--- src/rtl/piece_queue.sv ---
// Piece queue: filters randomizer samples into legal piece IDs, buffers them in a small FIFO
// and hands one piece per spawn request to the game FSM with a one-cycle acknowledge.
module piece_queue #(
  parameter int unsigned Depth        = 3,
  parameter int unsigned NumPieces    = 3,
  parameter int unsigned MaxRepeatRej = 2
) (
  input  logic       clk_i,
  input  logic       rst_i,
  input  logic [1:0] random_i,
  input  logic       spawn_req_i,
  output logic       spawn_ack_o,
  output logic [1:0] spawn_piece_o,
  output logic [1:0] preview_o,
  output logic       preview_valid_o,
  output logic [2:0] count_o,
  output logic       full_o
);

  localparam int unsigned PtrW = (Depth > 2) ? $clog2(Depth) : 1;
  localparam int unsigned RepW = $clog2(MaxRepeatRej + 1);
  localparam logic [2:0] NumPiecesW = 3'(NumPieces);
  localparam logic [2:0] DepthW     = 3'(Depth);

  typedef enum logic [0:0] {StFill, StFull} state_e;

  state_e            state_q, state_d;
  logic [1:0]        mem_q [Depth];
  logic [PtrW-1:0]   head_q, tail_q;
  logic [2:0]        count_q, count_d;
  logic [1:0]        last_q;
  logic              last_valid_q;
  logic [RepW-1:0]   rep_cnt_q, rep_cnt_d;
  logic              ack_q;
  logic [1:0]        piece_q;
  logic              sample_en, push, pop;

  // State register
  always_ff @(posedge clk_i) begin
    if (rst_i) state_q <= StFill;
    else       state_q <= state_d;
  end

  // Next-state logic
  always_comb begin
    state_d = state_q;
    unique case (state_q)
      StFill: if (push && !pop && (count_q == DepthW - 3'd1)) state_d = StFull;
      StFull: if (pop) state_d = StFill;
      default: state_d = StFill;
    endcase
  end

  // Output logic
  always_comb begin
    sample_en = (state_q == StFill);
  end

  // Sample filter: reject illegal IDs, and repeats until MaxRepeatRej rejects have piled up.
  always_comb begin
    push      = 1'b0;
    rep_cnt_d = rep_cnt_q;
    if (sample_en && ({1'b0, random_i} < NumPiecesW)) begin
      if (last_valid_q && (random_i == last_q) && (rep_cnt_q < RepW'(MaxRepeatRej))) begin
        rep_cnt_d = rep_cnt_q + RepW'(1);
      end else begin
        push      = 1'b1;
        rep_cnt_d = '0;
      end
    end
  end

  // No pop while the previous ack is still high; an empty queue leaves the request pending.
  assign pop = spawn_req_i && (count_q != 3'd0) && !ack_q;

  always_comb begin
    count_d = count_q;
    if (push && !pop)      count_d = count_q + 3'd1;
    else if (pop && !push) count_d = count_q - 3'd1;
  end

  always_ff @(posedge clk_i) begin
    if (rst_i) begin
      for (int i = 0; i < int'(Depth); i++) mem_q[i] <= 2'd0;
      head_q       <= '0;
      tail_q       <= '0;
      count_q      <= 3'd0;
      last_q       <= 2'd0;
      last_valid_q <= 1'b0;
      rep_cnt_q    <= '0;
      ack_q        <= 1'b0;
      piece_q      <= 2'd0;
    end else begin
      count_q   <= count_d;
      rep_cnt_q <= rep_cnt_d;
      ack_q     <= pop;
      if (push) begin
        mem_q[tail_q] <= random_i;
        tail_q        <= (tail_q == PtrW'(Depth - 1)) ? '0 : tail_q + PtrW'(1);
        last_q        <= random_i;
        last_valid_q  <= 1'b1;
      end
      if (pop) begin
        piece_q <= mem_q[head_q];
        head_q  <= (head_q == PtrW'(Depth - 1)) ? '0 : head_q + PtrW'(1);
      end
    end
  end

  assign spawn_ack_o     = ack_q;
  assign spawn_piece_o   = piece_q;
  assign preview_o       = mem_q[head_q];
  assign preview_valid_o = (count_q != 3'd0);
  assign count_o         = count_q;
  assign full_o          = (count_q == DepthW);

endmodule
--- config.mk ---
export PLATFORM = sky130hd
export DESIGN_NAME = piece_queue
export DESIGN_NICKNAME = d
export VERILOG_FILES = /design/src/rtl/piece_queue.sv
export SDC_FILE = /design/constraint.sdc
export NUM_CORES = 1
export LEC_CHECK = 0
export ABC_AREA = 1
export CORE_MARGIN = 2
export CORE_UTILIZATION = 55
export DETAILED_ROUTE_END_ITERATION = 10
export GPL_ROUTABILITY_DRIVEN = 0
export HOLD_SLACK_MARGIN = 0.05
export PLACE_DENSITY = 0.77
export RECOVER_POWER = 100
export SYNTH_ARGS = -nofsm -noshare
export SYNTH_HDL_FRONTEND = slang
export SYNTH_SLANG_ARGS = --single-unit
--- constraint.sdc ---
create_clock -name clk_i -period 2.6 [get_ports clk_i]
set_input_delay 0.39 -clock clk_i [delete_from_list [all_inputs] [get_ports clk_i]]
set_output_delay 0.39 -clock clk_i [all_outputs]
set_load 0.02 [all_outputs]
[Yosys cells after proc, flatten, opt, wreduce, memory -nomap -nowiden]
Memories as Yosys holds them, arrays and structs flattened. A register that Yosys moved wholly into a read port is not among the register bits.
Cells that the tools add are included.
Cells by class
  bitwise logic cells: 1
  add/subtract/negate cells: 5
  eq/ne operators: 5
  magnitude comparators: 2
  mux-type cells: 20
  reduce and logical (&&, ||, !) cells: 14
Operators by type and width (count)
  2-to-1 mux 2 bit: 7
  2-to-1 mux 1 bit: 10
  logical AND 1 bit: 8
  adder 2 x 1 -> 2 bit (second input constant): 3
  == test 3 x 2 -> 1 bit (second input constant): 2
  2-to-1 mux 3 bit: 2
  == test 2 bit (second input constant): 2
  < comparator 2 bit (second input constant): 2
  adder 3 x 1 -> 3 bit (second input constant): 1
  zero test 1 bit: 3
  nonzero test 3 bit: 1
  subtractor 3 x 1 -> 3 bit (second input constant): 1
  == test 2 bit: 1
  one-hot mux 1 bit (2 select lines): 1
  nonzero test 2 bit: 1
  OR reduction 2 bit: 1
  NOT 1 bit: 1
Storage, ports and cells
  bits in writable memories: 6
  logic and storage cells: 57
  register bits: 16
  input bits: 5
  memories: 1
  output and inout bits: 10
Memories
  mem_q: words 3, width 2, rd ports 1, clocked after Yosys merged registers in 1, wr ports 3, line 28  | logic [1:0] mem_q [Depth];

[Depth between registers and ports, before layout]
Gate-level depths: netlist of the first run.
  word-level depth: 10
  gate-level depth with buffers: 15
  mapped depth without buffers: 15

[Worst setup path before layout of the first run]
Ideal clock, no wire load.
  path type: flip-flop to flip-flop
  from: register count_q[0] (netlist: count_o[0])
  to: register count_q[1] (netlist: count_o[1])
  data required time: 2480 ps
  buffers on the path: 0
  clock period less this slack: 1936 ps
  slack: 664 ps
  data arrival time: 1816 ps
  cell stages (with the launch flop): 9
  library setup time: 120 ps
  cells stage by stage: dfxtp_1 nor2_1 nand2_1 nand2_2 ha_1 inv_1 fa_1 o21ai_0 a21oi_1
Between the ends
  longest elaborated chain between the ends: 6
  elaborated cells on any way between the ends: 11
  classes of those cells: 2 x add/sub; 2 x mux; 7 x reduce/logical
Ends and longest elaborated chain
  start, declared: line 30  | logic [2:0] count_q, count_d;
  start signal, assigned: line 94  | count_q <= count_d;
  nonzero test 3 bit
  via preview_valid_o: line 15  | output logic preview_valid_o,
  logical AND 1 bit (2 in series): line 74  | assign pop = spawn_req_i && (count_q != 3'd0) && !ack_q;
  zero test 1 bit: line 78  | if (push && !pop) count_d = count_q + 3'd1;
  logical AND 1 bit: line 78
  2-to-1 mux 3 bit: line 78
  via count_d[1]: line 30
The timed path passes the listed nets, and every way through them passes these cells. The select of a mux whose other input is x is not followed.
A chain may end at the register's enable or synchronous reset.

[Worst setup path after layout of the first run]
  from: input random_i[1]
  to: register count_q[2] (netlist: count_o[2])
Between the ends
  longest elaborated chain between the ends: 8
  elaborated cells on any way between the ends: 12
  classes of those cells: 1 x order compare; 1 x eq/ne; 3 x mux; 7 x reduce/logical
Ends and longest elaborated chain
  start, declared: line 10  | input logic [1:0] random_i,
  == test 2 bit: line 64  | if (last_valid_q && (random_i == last_q) && (rep_cnt_q < RepW'(MaxRepeatRej))) begin
  logical AND 1 bit (2 in series): line 64
  2-to-1 mux 1 bit: line 64
  2-to-1 mux 1 bit *: line 63  | if (sample_en && ({1'b0, random_i} < NumPiecesW)) begin
  via push: line 36  | logic sample_en, push, pop;
  zero test 1 bit: line 79  | else if (pop && !push) count_d = count_q - 3'd1;
  logical AND 1 bit: line 79
  nonzero test 2 bit (no source line)
The timed path passes the listed nets; every way through them passes the cells marked *.

==> results of run 1 <==
-- cells by family (layout without fill, tap and decap cells) --
logic type      count (synthesis)  after routing  synth area share
buf+inv                        21             40           0.07002
fa+ha+maj                       2              2           0.02845
simple gates                   78             78            0.2954
compound gates                 15             15           0.06564
flops                          26             26            0.5252
xor+xnor                        2              2           0.01532
-- cells in the final DEF, fill, tap and decap left out --
| master | instances |
|---|---|
| nand2_1 | 37 |
| a21oi_1 | 8 |
| xor2_1 | 2 |
| nor3_1 | 1 |
| nand3_1 | 5 |
| nor2_1 | 23 |
| and2_1 | 2 |
| clkbuf_4 | 3 |
| inv_1 | 19 |
| nand2_4 | 1 |
| nand2_2 | 2 |
| fa_1 | 1 |
| o21ai_1 | 1 |
| dfxtp_1 | 18 |
| clkdlybuf4s50_1 | 1 |
| dlygate4sd3_1 | 13 |
| o21ai_0 | 6 |
| edfxtp_1 | 8 |
| nor2_2 | 2 |
| clkbuf_8 | 1 |
| ha_1 | 1 |
| nand4_1 | 5 |
| inv_2 | 1 |
| clkbuf_1 | 2 |
-- state kept, by name, indices dropped and copies added, names as in the netlist, 2 cells and up, named ones only --
name           flops
rep_cnt_q          2
tail_q             2
head_q             2
last_q             2
mem_q              8
spawn_piece_o      2
count_o            3
-- area by class of cell --
type,instances,area [um^2]
fillers,181,608.1
inverters,20,75.07
well taps,27,33.78
clock buffers,4,36.28
multi-input cells,97,460.4
flip-flops and latches,26,600.6
repair buffers,16,147.6
-- per-layer routing --
metal | part of all wire | vias up
li1 | - | 497
met1 | 0.44 | 418
met2 | 0.49 | 25
met3 | 0.047 | 5
met4 | 0.022 | 0
met5 | 0 | -
-- worst reg2reg max path, cell delays in order, from the launching register on --
cell	delay, ns
dfxtp_1	0.39
nor2_1	0.16
nand2_1	0.09
nand2_1	0.20
ha_1	0.21
inv_1	0.07
fa_1	0.38
nor2_1	0.11
nor2_1	0.04
nand2_1	0.07
o21ai_0	0.07
a21oi_1	0.14
-- worst max path at each step --
stage	start	end	slack, ns	cells past startpoint
after global placement	random_i[1]	count_o[2]	0.08	15
after CTS	random_i[1]	count_o[2]	0.39	15
after floorplan	count_o[0]	count_o[1]	0.66	8
after global routing	random_i[1]	count_o[2]	0.16	15
after detailed placement	random_i[1]	count_o[1]	0.03	11
final	random_i[1]	count_o[2]	0.31	15
-- power by group through the flow --
stage / Combinational [W] / Clock [W] / Sequential, W
final: 0.000499 / 0.000205 / 0.000574
after global routing: 0.000563 / 0.000219 / 0.000587
after CTS: 0.000536 / 0.000206 / 0.000575
after global placement: 0.000517 / 0 / 0.000580
after floorplan: 0.000306 / 0 / 0.000610
after detailed placement: 0.000534 / 0 / 0.000584
-- per-stage QoR --
stage / instances / util / hold slack [ns]
2_1_floorplan: 144 / - / 0.4346
3_3_place_gp: 186 / 0.6767 / 0.4503
3_5_place_dp: 186 / 0.6767 / 0.4587
4_1_cts: 190 / 0.6952 / 0.4786
5_1_grt: 190 / 0.6901 / 0.5041
6_report: 190 / 0.6901 / 0.4801
==> reports/qor.csv, run 1 <==
stage,metric,value,unit
outcome,run status,"finished, final reports clean",
grt,vias in the first global route,900,
floorplanning,Initial Utilization,0.5829,
logic_synthesis,post-synth top area share,0.3151,
logic_synthesis,Yosys cell types,20,
drt,First DRT Iteration DRCs,19,
power,Switch Pwr,0.0004888,W
power,clock share of power,0.161,
power,VDD IR max,0.7194,mV
worst_setup_path,crit path capture type,register,
floorplanning,Boundary Pins,15,
grt,M3 GR Usage,0.02727,
grt,initial antenna violation count,0,
power,Net Sw Frac,0.3824,
drt,Avg WL per Cell,10.85,um
cells_and_area,ANT cells,0,
timing,post-route setup slack,0.3101,ns
clocking,CTS buffer count,3,
worst_setup_path,reg2reg path depth,11,
logic_synthesis,synth top area cells,"dfxtp_1 (32%), edfxtp_1 (21%), nand2_1 (12%)",
logic_synthesis,syn avg cell area,7.942,um^2
grt,grt met1 use,0.2154,
clocking,H-tree levels,1,
floorplanning,core area,0.001962,mm^2
drt,routed wire length,2062,um
worst_setup_path,Register-to-Register Setup Slack,0.61,ns
logic_synthesis,number of synthesized flops with an enable pin,8,
logic_synthesis,cell taking the most area after synthesis,dfxtp_1,
worst_setup_path,FF-to-FF End,count_o[2],
logic_synthesis,main flop type after synthesis,dfxtp_1,
worst_setup_path,crit path kind,input port to register,
floorplanning,die area,0.002460,mm^2
logic_synthesis,Commonest cells post-synth,"nand2_1 (36), nor2_1 (23), dfxtp_1 (18), inv_1 (18)",
logic_synthesis,"Seq/Total Area, Yosys",0.5252,
min_path,Hold Path Sink,state_q,
timing,fin. max-slew vios,0,
placed_design,I/O Buffers,14,
placed_design,DP Area,0.001328,mm^2
cells_and_area,synthesis-to-layout area growth,18.38,%
logic_synthesis,post-synthesis cell count,144,
drt,via count,945,
timing,Fin. Hold Viols,0,
min_path,Worst Hold Depth,2,
drt,DR pass1 iterations,5,
cells_and_area,fin nets,171,
worst_setup_path,CP required,2.88,ns
timing,Slew headroom,0.6478,
drt,ANT nets after route,0,
grt,GR met2 Demand/Resource,0.3333,
logic_synthesis,Syn Nets,151,
timing,final setup fails,0,
floorplanning,# rows,16,
timing,crit share post-route,0.8807,
drt,Post-route DRC,0,
power,part of the power in registers,0.449,
clocking,Root Driver,clkbuf_4,
floorplanning,die height,49.60,um
floorplanning,Die W,49.60,um
timing,unrepaired setup endpoints after global routing,no,
clocking,CTS Hold Buffers Added,0,
grt,global-route wire length before repair,3574,um
clocking,Clock Latency Late Sink,0.33,ns
power,final total power,0.001278,W
min_path,hold_sp,state_q,
clocking,clk slew on worst S/H paths,0.14,ns
grt,largest net degree at the start of global routing,19,
placed_design,DPL Wire Length,1557,um
worst_setup_path,worst r2r src,count_o[0],
power,Logic pwr share,0.390,
placed_design,Setup WS pre-CTS,0.03338,ns
grt,"Remaining Overflow, GRT",0,
clocking,clock tree buffer depth,2,
timing,Worst-Margin Slew,0.5277,ns
clocking,Resized cells post-CTS,0,
grt,layer with the highest usage,met2,
worst_setup_path,Worst Path Buf+Inv,4,
timing,Achievable Freq,436.7,MHz
worst_setup_path,Critical Path Start Type,input port,
timing,skew final,0.01006,ns
drt,DR vias/cell,4.974,
worst_setup_path,CP arrival,2.57,ns
logic_synthesis,Synth Warn #,0,
clocking,Sink Count,26,
grt,Tot GR Track Use,0.1885,
cells_and_area,design area,0.001354,mm^2
logic_synthesis,"FFs w/ async S/R, synth",0,
worst_setup_path,CP max FO,5,
clocking,CTS tree,yes,
flow_run,# Max-Cap Violations,0,
worst_setup_path,"CP delay by family, top",buffers and inverters,
logic_synthesis,Syn Std Cell Area,0.001144,mm^2
worst_setup_path,"slowest stage cell, crit path",dlygate4sd3_1,
logic_synthesis,Yosys reg bits,26,
timing,crit path time final,2.290,ns
timing,Fin Setup TNS,0,ns
worst_setup_path,Crit path largest cell delay,0.61,ns
power,leakage power,0.6241,nW
min_path,type of the most critical hold path,register to register,
power,P_int,0.0007894,W
logic_synthesis,most common cell in the netlist,nand2_1,
cells_and_area,fraction of layout cells with a size suffix above 1,0.06135,
clocking,postcts setup bufs,0,
worst_setup_path,critical-path cell list,dlygate4sd3_1 > inv_1 > nor2_1 > nor2_2 > nand2_2 > nand2_4 > inv_1 > ha_1 > inv_1 > fa_1 > nor2_1 > nor2_1 > nand2_1 > o21ai_0 > a21oi_1,
power,Power Density,944.1,mW/mm^2
No activity file was read; power rests on OpenSTA's default activity.
==> inputs of run 2 (changes only) <==
==> constraint.sdc (replaced) <==
create_clock -name clk_i -period 2.8 [get_ports clk_i]
set_input_delay 0.42 -clock clk_i [delete_from_list [all_inputs] [get_ports clk_i]]
set_output_delay 0.42 -clock clk_i [all_outputs]
set_load 0.02 [all_outputs]
==> reports/qor.csv, run 2 (synthesis results as in run 1) <==
stage,metric,value,unit,change
floorplanning,# rows,16,,unchanged
worst_setup_path,worst r2r src,state_q,,
clocking,Clock Latency Late Sink,0.33,ns,about the same
drt,DR vias/cell,5.128,,+3.1%
grt,"Remaining Overflow, GRT",0,,unchanged
timing,final setup fails,0,,unchanged
drt,DR pass1 iterations,4,,-1
cells_and_area,Largest Register,mem_q,,
placed_design,I/O Buffers,14,,unchanged
worst_setup_path,crit path kind,input port to register,,
drt,First DRT Iteration DRCs,27,,+8
drt,Avg WL per Cell,11.09,um,+2.1%
floorplanning,die area,0.002460,mm^2,unchanged
floorplanning,Initial Utilization,0.5829,,unchanged
min_path,Worst Hold Depth,2,,unchanged
clocking,clock tree buffer depth,2,,unchanged
min_path,Hold Path Sink,state_q,,
worst_setup_path,Critical Path Start Type,input port,,
min_path,type of the most critical hold path,register to register,,
clocking,Root Driver,clkbuf_4,,
timing,crit share post-route,0.8773,,
timing,skew final,0.006780,ns,-0.003281 ns
power,final total power,0.001219,W,-4.6%
timing,Achievable Freq,407.1,MHz,
cells_and_area,fin nets,169,,-1.2%
drt,Post-route DRC,0,,unchanged
grt,Tot GR Track Use,0.1856,,-0.002878
floorplanning,Boundary Pins,15,,unchanged
power,VDD IR max,0.6304,mV,-12%
timing,Worst-Margin Slew,0.5288,ns,+0.001101 ns
worst_setup_path,Register-to-Register Setup Slack,0.75,ns,+0.14 ns
timing,crit path time final,2.456,ns,
flow_run,# Max-Cap Violations,0,,unchanged
timing,Fin. Hold Viols,0,,unchanged
clocking,CTS tree,yes,,
clocking,postcts setup bufs,0,,unchanged
timing,Fin Setup TNS,0,ns,unchanged
clocking,CTS Hold Buffers Added,0,,unchanged
drt,ANT nets after route,0,,unchanged
cells_and_area,most frequent cells in the layout,"nand2_1 (37), nor2_1 (23), inv_1 (19)",,
clocking,Resized cells post-CTS,0,,unchanged
placed_design,DPL Wire Length,1528,um,-1.8%
grt,initial antenna violation count,0,,unchanged
cells_and_area,ANT cells,0,,unchanged
worst_setup_path,CP max FO,8,,+3
cells_and_area,number of flip-flops in the largest register,8,,unchanged
worst_setup_path,reg2reg path depth,13,,+2
floorplanning,core area,0.001962,mm^2,unchanged
cells_and_area,synthesis-to-layout area growth,18.71,%,
timing,Slew headroom,0.6470,,-0.0007350
clocking,clk slew on worst S/H paths,0.14,ns,about the same
drt,via count,964,,+2.0%
clocking,Sink Count,26,,unchanged
cells_and_area,"most common cell after layout, fill and taps aside",nand2_1,,
clocking,H-tree levels,1,,unchanged
grt,vias in the first global route,877,,-2.6%
floorplanning,die height,49.60,um,unchanged
worst_setup_path,FF-to-FF End,count_o[2],,
drt,routed wire length,2084,um,+1.1%
worst_setup_path,CP arrival,2.69,ns,+0.12 ns
floorplanning,Die W,49.60,um,unchanged
grt,largest net degree at the start of global routing,19,,unchanged
cells_and_area,fraction of layout cells with a size suffix above 1,0.06211,,+0.0007621
worst_setup_path,crit path capture type,register,,
worst_setup_path,CP required,3.03,ns,+0.15 ns
timing,unrepaired setup endpoints after global routing,no,,
timing,fin. max-slew vios,0,,unchanged
power,Power Density,898.3,mW/mm^2,-4.9%
clocking,CTS buffer count,3,,unchanged
grt,global-route wire length before repair,3463,um,-3.1%
min_path,hold_sp,state_q,,
cells_and_area,final core occ,0.6920,,+0.001913
power,leakage power,0.6269,nW,+0.44%
outcome,run status,"finished, final reports clean",,
==> run 2: cell types whose count changed in the layout (fill, tap and decap cells not counted), sizes merged <==
cell    previous run  this run
clkbuf             6         4
==> run 2: through the flow <==
stage          std cells  hold WS, ns  setup slack, ns  instance area (um^2)
5_1_grt              188       0.5150           0.1811                  1358
2_1_floorplan        144       0.4346           0.8636                  1144
3_3_place_gp         184       0.4493           0.1988                  1313
3_5_place_dp         184       0.4596           0.1118                  1313
4_1_cts              188       0.4850           0.4690                  1360
6_report             188       0.4844           0.3436                  1358
==> run 2: area by class of cell <==
type | count | area [um^2]
inverter | 20 | 75.07
multi-input combinational | 97 | 460.4
fill | 181 | 604.3
tap | 27 | 33.78
clock buffer | 4 | 47.55
timing repair buffer | 14 | 140.1
sequential | 26 | 600.6
==> run 2: critical path: stages <==
cell and delay [ns]:
dlygate4sd3_1 0.62, inv_1 0.12, a21oi_1 0.24, nand2_2 0.15, nand2_4 0.13, inv_1 0.05
ha_1 0.20, inv_1 0.10, fa_1 0.43, o21ai_0 0.16, a21oi_1 0.05
==> run 2: how the worst max path moves through the flow <==
stage / start / end / cells past startpoint
4_1_cts: random_i[1] / count_o[2] / 15
5_1_grt: random_i[1] / count_o[2] / 15
2_1_floorplan: count_o[0] / count_o[1] / 8
6_report: random_i[1] / count_o[1] / 11
3_5_place_dp: random_i[1] / count_o[1] / 11
3_3_place_gp: random_i[1] / count_o[1] / 11
==> run 2: metal layers <==
| layer | track usage | share of wire | wire length (um) | vias to the layer above |
|---|---|---|---|---|
| li1 | - | - | - | 486 |
| met1 | 0.1928 | 0.42 | 883 | 442 |
| met2 | 0.3444 | 0.51 | 1061 | 32 |
| met3 | 0.04242 | 0.051 | 106 | 4 |
| met4 | 0.09259 | 0.015 | 32 | 0 |
| met5 | 0 | 0 | 0 | - |
==> run 2: power by group <==
part           leakage [nW]  total (W)  internal [W]  switching, W
Sequential            0.229   0.000532      0.000470     0.0000615
Clock                0.0261   0.000223      0.000109      0.000114
Combinational         0.371   0.000465      0.000183      0.000282
Total                 0.627    0.00122      0.000762      0.000457
